## config.mk

```make
export PLATFORM = sky130hd
export DESIGN_NAME = sar_search_ctrl_flat
export DESIGN_NICKNAME = d
export VERILOG_FILES = /design/src/rtl/sar_search_ctrl_if.sv /design/src/rtl/sar_search_ctrl.sv /design/src/flat_wrapper.sv
export SDC_FILE = /design/constraint.sdc
export NUM_CORES = 1
export LEC_CHECK = 0
export CAP_MARGIN = 10
export CORE_ASPECT_RATIO = 0.7
export CORE_MARGIN = 4
export CORE_UTILIZATION = 54
export CTS_CLUSTER_DIAMETER = 200
export CTS_CLUSTER_SIZE = 24
export DETAILED_ROUTE_END_ITERATION = 16
export PLACE_DENSITY_LB_ADDON = 0.05
export RECOVER_POWER = 25
export SLEW_MARGIN = 20
export SYNTH_ARGS = -nofsm -noshare
export SYNTH_HDL_FRONTEND = slang
export SYNTH_SLANG_ARGS = --single-unit
```

## constraint.sdc

```tcl
create_clock -name clk -period 5.9 [get_ports clk]
set_input_delay 0.885 -clock clk [delete_from_list [all_inputs] [get_ports clk]]
set_output_delay 0.885 -clock clk [all_outputs]
set_load 0.03 [all_outputs]
```

## src/rtl/sar_search_ctrl_if.sv

```systemverilog
// Comparator-side bundle for sar_search_ctrl: control handshake, trial/flag
// exchange with the external comparator, and search results.
interface sar_search_ctrl_if #(
    parameter int N = 8
);
    localparam int SW = $clog2(N + 1);

    logic          start;
    logic          abort;
    logic          cmp_L;
    logic          cmp_G;
    logic          cmp_E;
    logic [N-1:0]  trial;
    logic          busy;
    logic          done;
    logic [N-1:0]  result;
    logic          exact_hit;
    logic [SW-1:0] steps;
    logic          err;

    modport master (
        input  start, abort, cmp_L, cmp_G, cmp_E,
        output trial, busy, done, result, exact_hit, steps, err
    );

    modport slave (
        output start, abort, cmp_L, cmp_G, cmp_E,
        input  trial, busy, done, result, exact_hit, steps, err
    );
endinterface

```

## src/rtl/sar_search_ctrl.sv

```systemverilog
// Successive-approximation controller: drives trial values to an external
// comparator and binary-searches MSB->LSB to recover its A operand.
module sar_search_ctrl #(
    parameter int N = 8
) (
    input  logic                clk,
    input  logic                rst,
    sar_search_ctrl_if.master   bus
);
    localparam int SW = $clog2(N + 1);

    typedef enum logic [1:0] {IDLE, SEARCH, DONE} state_e;

    state_e        state_q, state_d;
    logic [N-1:0]  trial_q, trial_d;
    logic [N-1:0]  result_q, result_d;
    logic [SW-1:0] steps_q, steps_d;
    logic [SW-1:0] k_q, k_d;
    logic          hit_q, hit_d;
    logic          err_q, err_d;
    logic [N-1:0]  cand;
    logic          one_hot;

    always_ff @(posedge clk) begin
        if (rst) begin
            state_q  <= IDLE;
            trial_q  <= '0;
            result_q <= '0;
            steps_q  <= '0;
            k_q      <= '0;
            hit_q    <= 1'b0;
            err_q    <= 1'b0;
        end else begin
            state_q  <= state_d;
            trial_q  <= trial_d;
            result_q <= result_d;
            steps_q  <= steps_d;
            k_q      <= k_d;
            hit_q    <= hit_d;
            err_q    <= err_d;
        end
    end

    always_comb begin
        state_d  = state_q;
        trial_d  = trial_q;
        result_d = result_q;
        steps_d  = steps_q;
        k_d      = k_q;
        hit_d    = hit_q;
        err_d    = err_q;
        one_hot  = ({bus.cmp_L, bus.cmp_G, bus.cmp_E} == 3'b100) ||
                   ({bus.cmp_L, bus.cmp_G, bus.cmp_E} == 3'b010) ||
                   ({bus.cmp_L, bus.cmp_G, bus.cmp_E} == 3'b001);
        // L means the trial overshot A, so bit k of the candidate is dropped
        cand     = bus.cmp_L ? (trial_q & ~(N'(1) << k_q)) : trial_q;

        unique case (state_q)
            IDLE: begin
                if (bus.start) begin
                    trial_d        = '0;
                    trial_d[N-1]   = 1'b1;
                    k_d            = SW'(N - 1);
                    steps_d        = '0;
                    hit_d          = 1'b0;
                    err_d          = 1'b0;
                    state_d        = SEARCH;
                end
            end
            SEARCH: begin
                if (bus.abort) begin
                    trial_d = '0;
                    state_d = IDLE;
                end else begin
                    steps_d = steps_q + 1'b1;
                    if (!one_hot) begin
                        err_d    = 1'b1;
                        result_d = trial_q;
                        trial_d  = '0;
                        state_d  = DONE;
                    end else if (bus.cmp_E) begin
                        hit_d    = 1'b1;
                        result_d = trial_q;
                        trial_d  = '0;
                        state_d  = DONE;
                    end else if (k_q == '0) begin
                        result_d = cand;
                        trial_d  = '0;
                        state_d  = DONE;
                    end else begin
                        trial_d  = cand | (N'(1) << (k_q - 1'b1));
                        k_d      = k_q - 1'b1;
                    end
                end
            end
            DONE: begin
                state_d = IDLE;
            end
            default: begin
                state_d = IDLE;
            end
        endcase
    end

    assign bus.trial     = trial_q;
    assign bus.busy      = (state_q == SEARCH);
    assign bus.done      = (state_q == DONE);
    assign bus.result    = result_q;
    assign bus.exact_hit = hit_q;
    assign bus.steps     = steps_q;
    assign bus.err       = err_q;
endmodule

```

## src/flat_wrapper.sv

```systemverilog
// flat-port wrapper written by rule: the top's interface ports become plain ports
module sar_search_ctrl_flat 
#(
    parameter int N = 8
)
  (clk, rst, bus_start, bus_abort, bus_cmp_L, bus_cmp_G, bus_cmp_E, bus_trial, bus_busy, bus_done, bus_result, bus_exact_hit, bus_steps, bus_err);
  sar_search_ctrl_if #(.N(N)) bus_i ();
  input  logic clk;
  input  logic rst;
  input wire logic [$bits(bus_i.start)-1:0] bus_start;
  input wire logic [$bits(bus_i.abort)-1:0] bus_abort;
  input wire logic [$bits(bus_i.cmp_L)-1:0] bus_cmp_L;
  input wire logic [$bits(bus_i.cmp_G)-1:0] bus_cmp_G;
  input wire logic [$bits(bus_i.cmp_E)-1:0] bus_cmp_E;
  output wire logic [$bits(bus_i.trial)-1:0] bus_trial;
  output wire logic [$bits(bus_i.busy)-1:0] bus_busy;
  output wire logic [$bits(bus_i.done)-1:0] bus_done;
  output wire logic [$bits(bus_i.result)-1:0] bus_result;
  output wire logic [$bits(bus_i.exact_hit)-1:0] bus_exact_hit;
  output wire logic [$bits(bus_i.steps)-1:0] bus_steps;
  output wire logic [$bits(bus_i.err)-1:0] bus_err;
  assign bus_i.start = bus_start;
  assign bus_i.abort = bus_abort;
  assign bus_i.cmp_L = bus_cmp_L;
  assign bus_i.cmp_G = bus_cmp_G;
  assign bus_i.cmp_E = bus_cmp_E;
  assign bus_trial = bus_i.trial;
  assign bus_busy = bus_i.busy;
  assign bus_done = bus_i.done;
  assign bus_result = bus_i.result;
  assign bus_exact_hit = bus_i.exact_hit;
  assign bus_steps = bus_i.steps;
  assign bus_err = bus_i.err;
  sar_search_ctrl #(.N(N)) u_core (.clk(clk), .rst(rst), .bus(bus_i));
endmodule
```

==> flow_summary_export.csv <==
group,metric,value,unit
global_routing,grt_max_degree,25,
yosys,seq_area_frac_synth,38.19,%
global_routing,grt_pass1_vias,1294,
cts,cts_sinks,28,
detailed_routing,avgViaCountPerCell,5.867,
worst_hold_path,hold_depth,2,
place,placedCellCount,237,
timing,fin_crit_sh,49.69,%
detailed_routing,dr.pass1.iters,4,
worst_setup_path,required,6090,ps
yosys,synth_cells,182,
timing,fin_worst_skew,1.346,ps
timing,setup_viol,0,
floorplanning,start_util,57.93,%
yosys,synth_ff_type,"dfxtp_1",
global_routing,grt_usage,21.50,%
yosys,ys_ff_latch,28,
worst_hold_path,min-delay-start,"u_core.bus.result[6]$_SDFFE_PP0P_",
timing,tns,0,ps
timing,whs,452.4,ps
finish,synthToLayoutAreaGrowth,23.27,%
power_and_ir_drop,p_leak,0.6720,nW
cts,cts_resized,0,
power_and_ir_drop,powerDensity,215.6,nW/um^2
floorplanning,dieHeight,51.62,um
finish,nNetsFinal,221,
timing,rsz0062_at_grt,"false",
global_routing,grt_overflow,0,
yosys,netlist_area,1468,sq um
cts,clkLatencyLatePin,270,ps
yosys,synth_nets,195,
floorplanning,coreArea,2534,sq um
timing,fin_crit,2932,ps
worst_hold_path,worstHoldEndpoint,"u_core.bus.result[6]$_SDFFE_PP0P_",
detailed_routing,drtIter0Drc,140,
finish,filler_cell_count,200,
finish,drive_gt1_share,4.369,%
detailed_routing,wl_per_cell,14.88,um
timing,tightestPinTransition,913.4,ps
timing,relSlewSlack,38.90,%
yosys,async_reset_ff_share,0,%
timing,clock.fmax,341.1,MHz
cts,cts_root_buf,"clkbuf_8",
detailed_routing,ant_nets,0,
global_routing,grt_pass1_wl,6299,um
cts,path_clk_slew,90,ps
floorplanning,rows,15,
cts,cts_tree,"built",
finish,fin_util,71.41,%
place,dpl.hpwl,2676,um
worst_setup_path,crit_path_max_fanout,11,
global_routing,antenna_found_initial,0,
place,place_congestion,0.8657,
cts,htreeDepth,1,
timing,final_max_slew_viol_count,0,
yosys,yosysWarnings,0,
cts,holdBufCountCts,0,
yosys,syn_avg_cell_area,8.064,sq um
worst_setup_path,regToRegStartpoint,"u_core.k_q[0]$_SDFFE_PP0P_",
timing,hold_viol,0,
floorplanning,die_x,70.31,um
floorplanning,die_area,3629,sq um
yosys,synth_edf_count,0,
worst_setup_path,critPathKind,"in -> reg",
detailed_routing,drc,0,
finish,diodes,0,
cts,clockBufferDepth,2,
yosys,synth_cell_type_count,41,
worst_setup_path,rr_endpoint,"u_core.bus.trial[5]$_SDFFE_PP0P_",
place,portBuffers,30,
worst_hold_path,hold_path_class,"reg -> reg",
detailed_routing,routed_wl,3570,um
finish,fin_cells,240,
worst_setup_path,end_kind,"flip-flop",
worst_setup_path,rr_worst_depth,7,
cts,cts_made_buffers,3,
cts,post_cts_buffers,0,
status,run_status,"complete, no violations",
worst_setup_path,arrival,3120,ps
worst_setup_path,reg2reg_slack,3630,ps
power_and_ir_drop,vdd_ir_drop_max,0.0001641,V
floorplanning,io-pin-count,31,
worst_setup_path,start_kind,"input pin",
flow_run,maxCapViolations,0,
finish,mostFrequentLayoutCells,"28 x nand2_1, 28 x dfxtp_1, 19 x a21oi_1",
detailed_routing,vias,1408,
[state kept, by name, summed over array words and instances, names as in the netlist]
signal and count:
u_core.bus.trial 8, u_core.state_q 2, u_core.k_q 4, u_core.bus.exact_hit 1
u_core.bus.steps 4, u_core.bus.err 1, u_core.bus.result 8
[critical path: stages]
cell	delay [ps]
dlygate4sd3_1	590
or3b_4	410
nor4_4	610
nor2_1	140
or2_1	270
a311oi_1	210
[Yosys cell counts (all sizes together), types with 2 or more instances]
cell type	count	share of area, %
nand3	9	3.1
nor2	15	3.8
or2	3	1.3
and2	2	0.85
nor3b	7	3.9
nand2b	2	0.85
nor2b	4	1.7
ha	6	5.1
a211oi	2	1.0
clkbuf	4	1.0
nor4	3	2.7
a21o	4	2.0
a21oi	19	6.5
a31oi	5	2.1
nand2	28	7.2
xor2	3	1.8
xnor2	2	1.2
buf	5	1.9
nor3	3	1.0
dfxtp	28	38
o21ai	6	2.0
a311oi	4	2.4
inv	5	1.3
o21a	2	1.0
[worst max-delay path by stage]
| stage | endpoint | startpoint | cells past startpoint | slack, ps |
|---|---|---|---|---|
| after global routing | u_core.bus.trial[6]$_SDFFE_PP0P_ | bus_abort | 6 | 2870 |
| after detailed placement | u_core.bus.trial[5]$_SDFFE_PP0P_ | bus_abort | 6 | 2820 |
| after floorplan | u_core.bus.result[0]$_SDFFE_PP0P_ | bus_cmp_L | 7 | 3680 |
| final | u_core.bus.trial[5]$_SDFFE_PP0P_ | bus_abort | 6 | 2970 |
| after global placement | u_core.bus.trial[6]$_SDFFE_PP0P_ | bus_abort | 6 | 2960 |
| after CTS | u_core.bus.trial[5]$_SDFFE_PP0P_ | bus_abort | 6 | 3130 |
[stage by stage]
stage               setup WS, ps  total power, mW  area (sq um)
floorplan                   3680           0.2658          1468
global placement            2960           0.2878          1768
detailed placement          2822           0.2905          1768
CTS                         3129           0.3920          1809
global route                2869           0.4124          1809
finish                      2968           0.3901          1809
[report_power, final]
group	switching, mW	internal [mW]
Combinational	0.0535	0.0308
Sequential	0.00827	0.194
Clock	0.0572	0.0459
[final cells by class]
type / count / area (sq um) / area share [%]
Timing Repair Buffer: 30 / 300.3 / 16.60
Tap cell: 34 / 42.54 / 2.351
Multi-Input combinational cell: 140 / 845.8 / 46.75
Sequential cell: 28 / 560.5 / 30.98
Clock buffer: 3 / 41.29 / 2.282
Inverter: 5 / 18.77 / 1.037
[routing by layer]
metal  global-route usage, %  share of wire (%)
met2                   32.76                 43
met3                   5.212                8.5
met4                   4.777               0.95
met1                   30.70                 47
met5                       0                  0
[cell families (layout without fill, tap and decap cells)]
kind of cell / Yosys count / in the layout / synth area share, %
AND/OR/NAND/NOR: 81 / 81 / 29.07
flip-flops: 28 / 28 / 38.19
buffers and inverters: 14 / 38 / 4.177
AO/OA/AOI/OAI: 48 / 48 / 20.46
adder cells (fa/ha/maj): 6 / 6 / 5.115
XOR/XNOR: 5 / 5 / 2.984
Note: power is estimated with default switching activity, not from simulation.
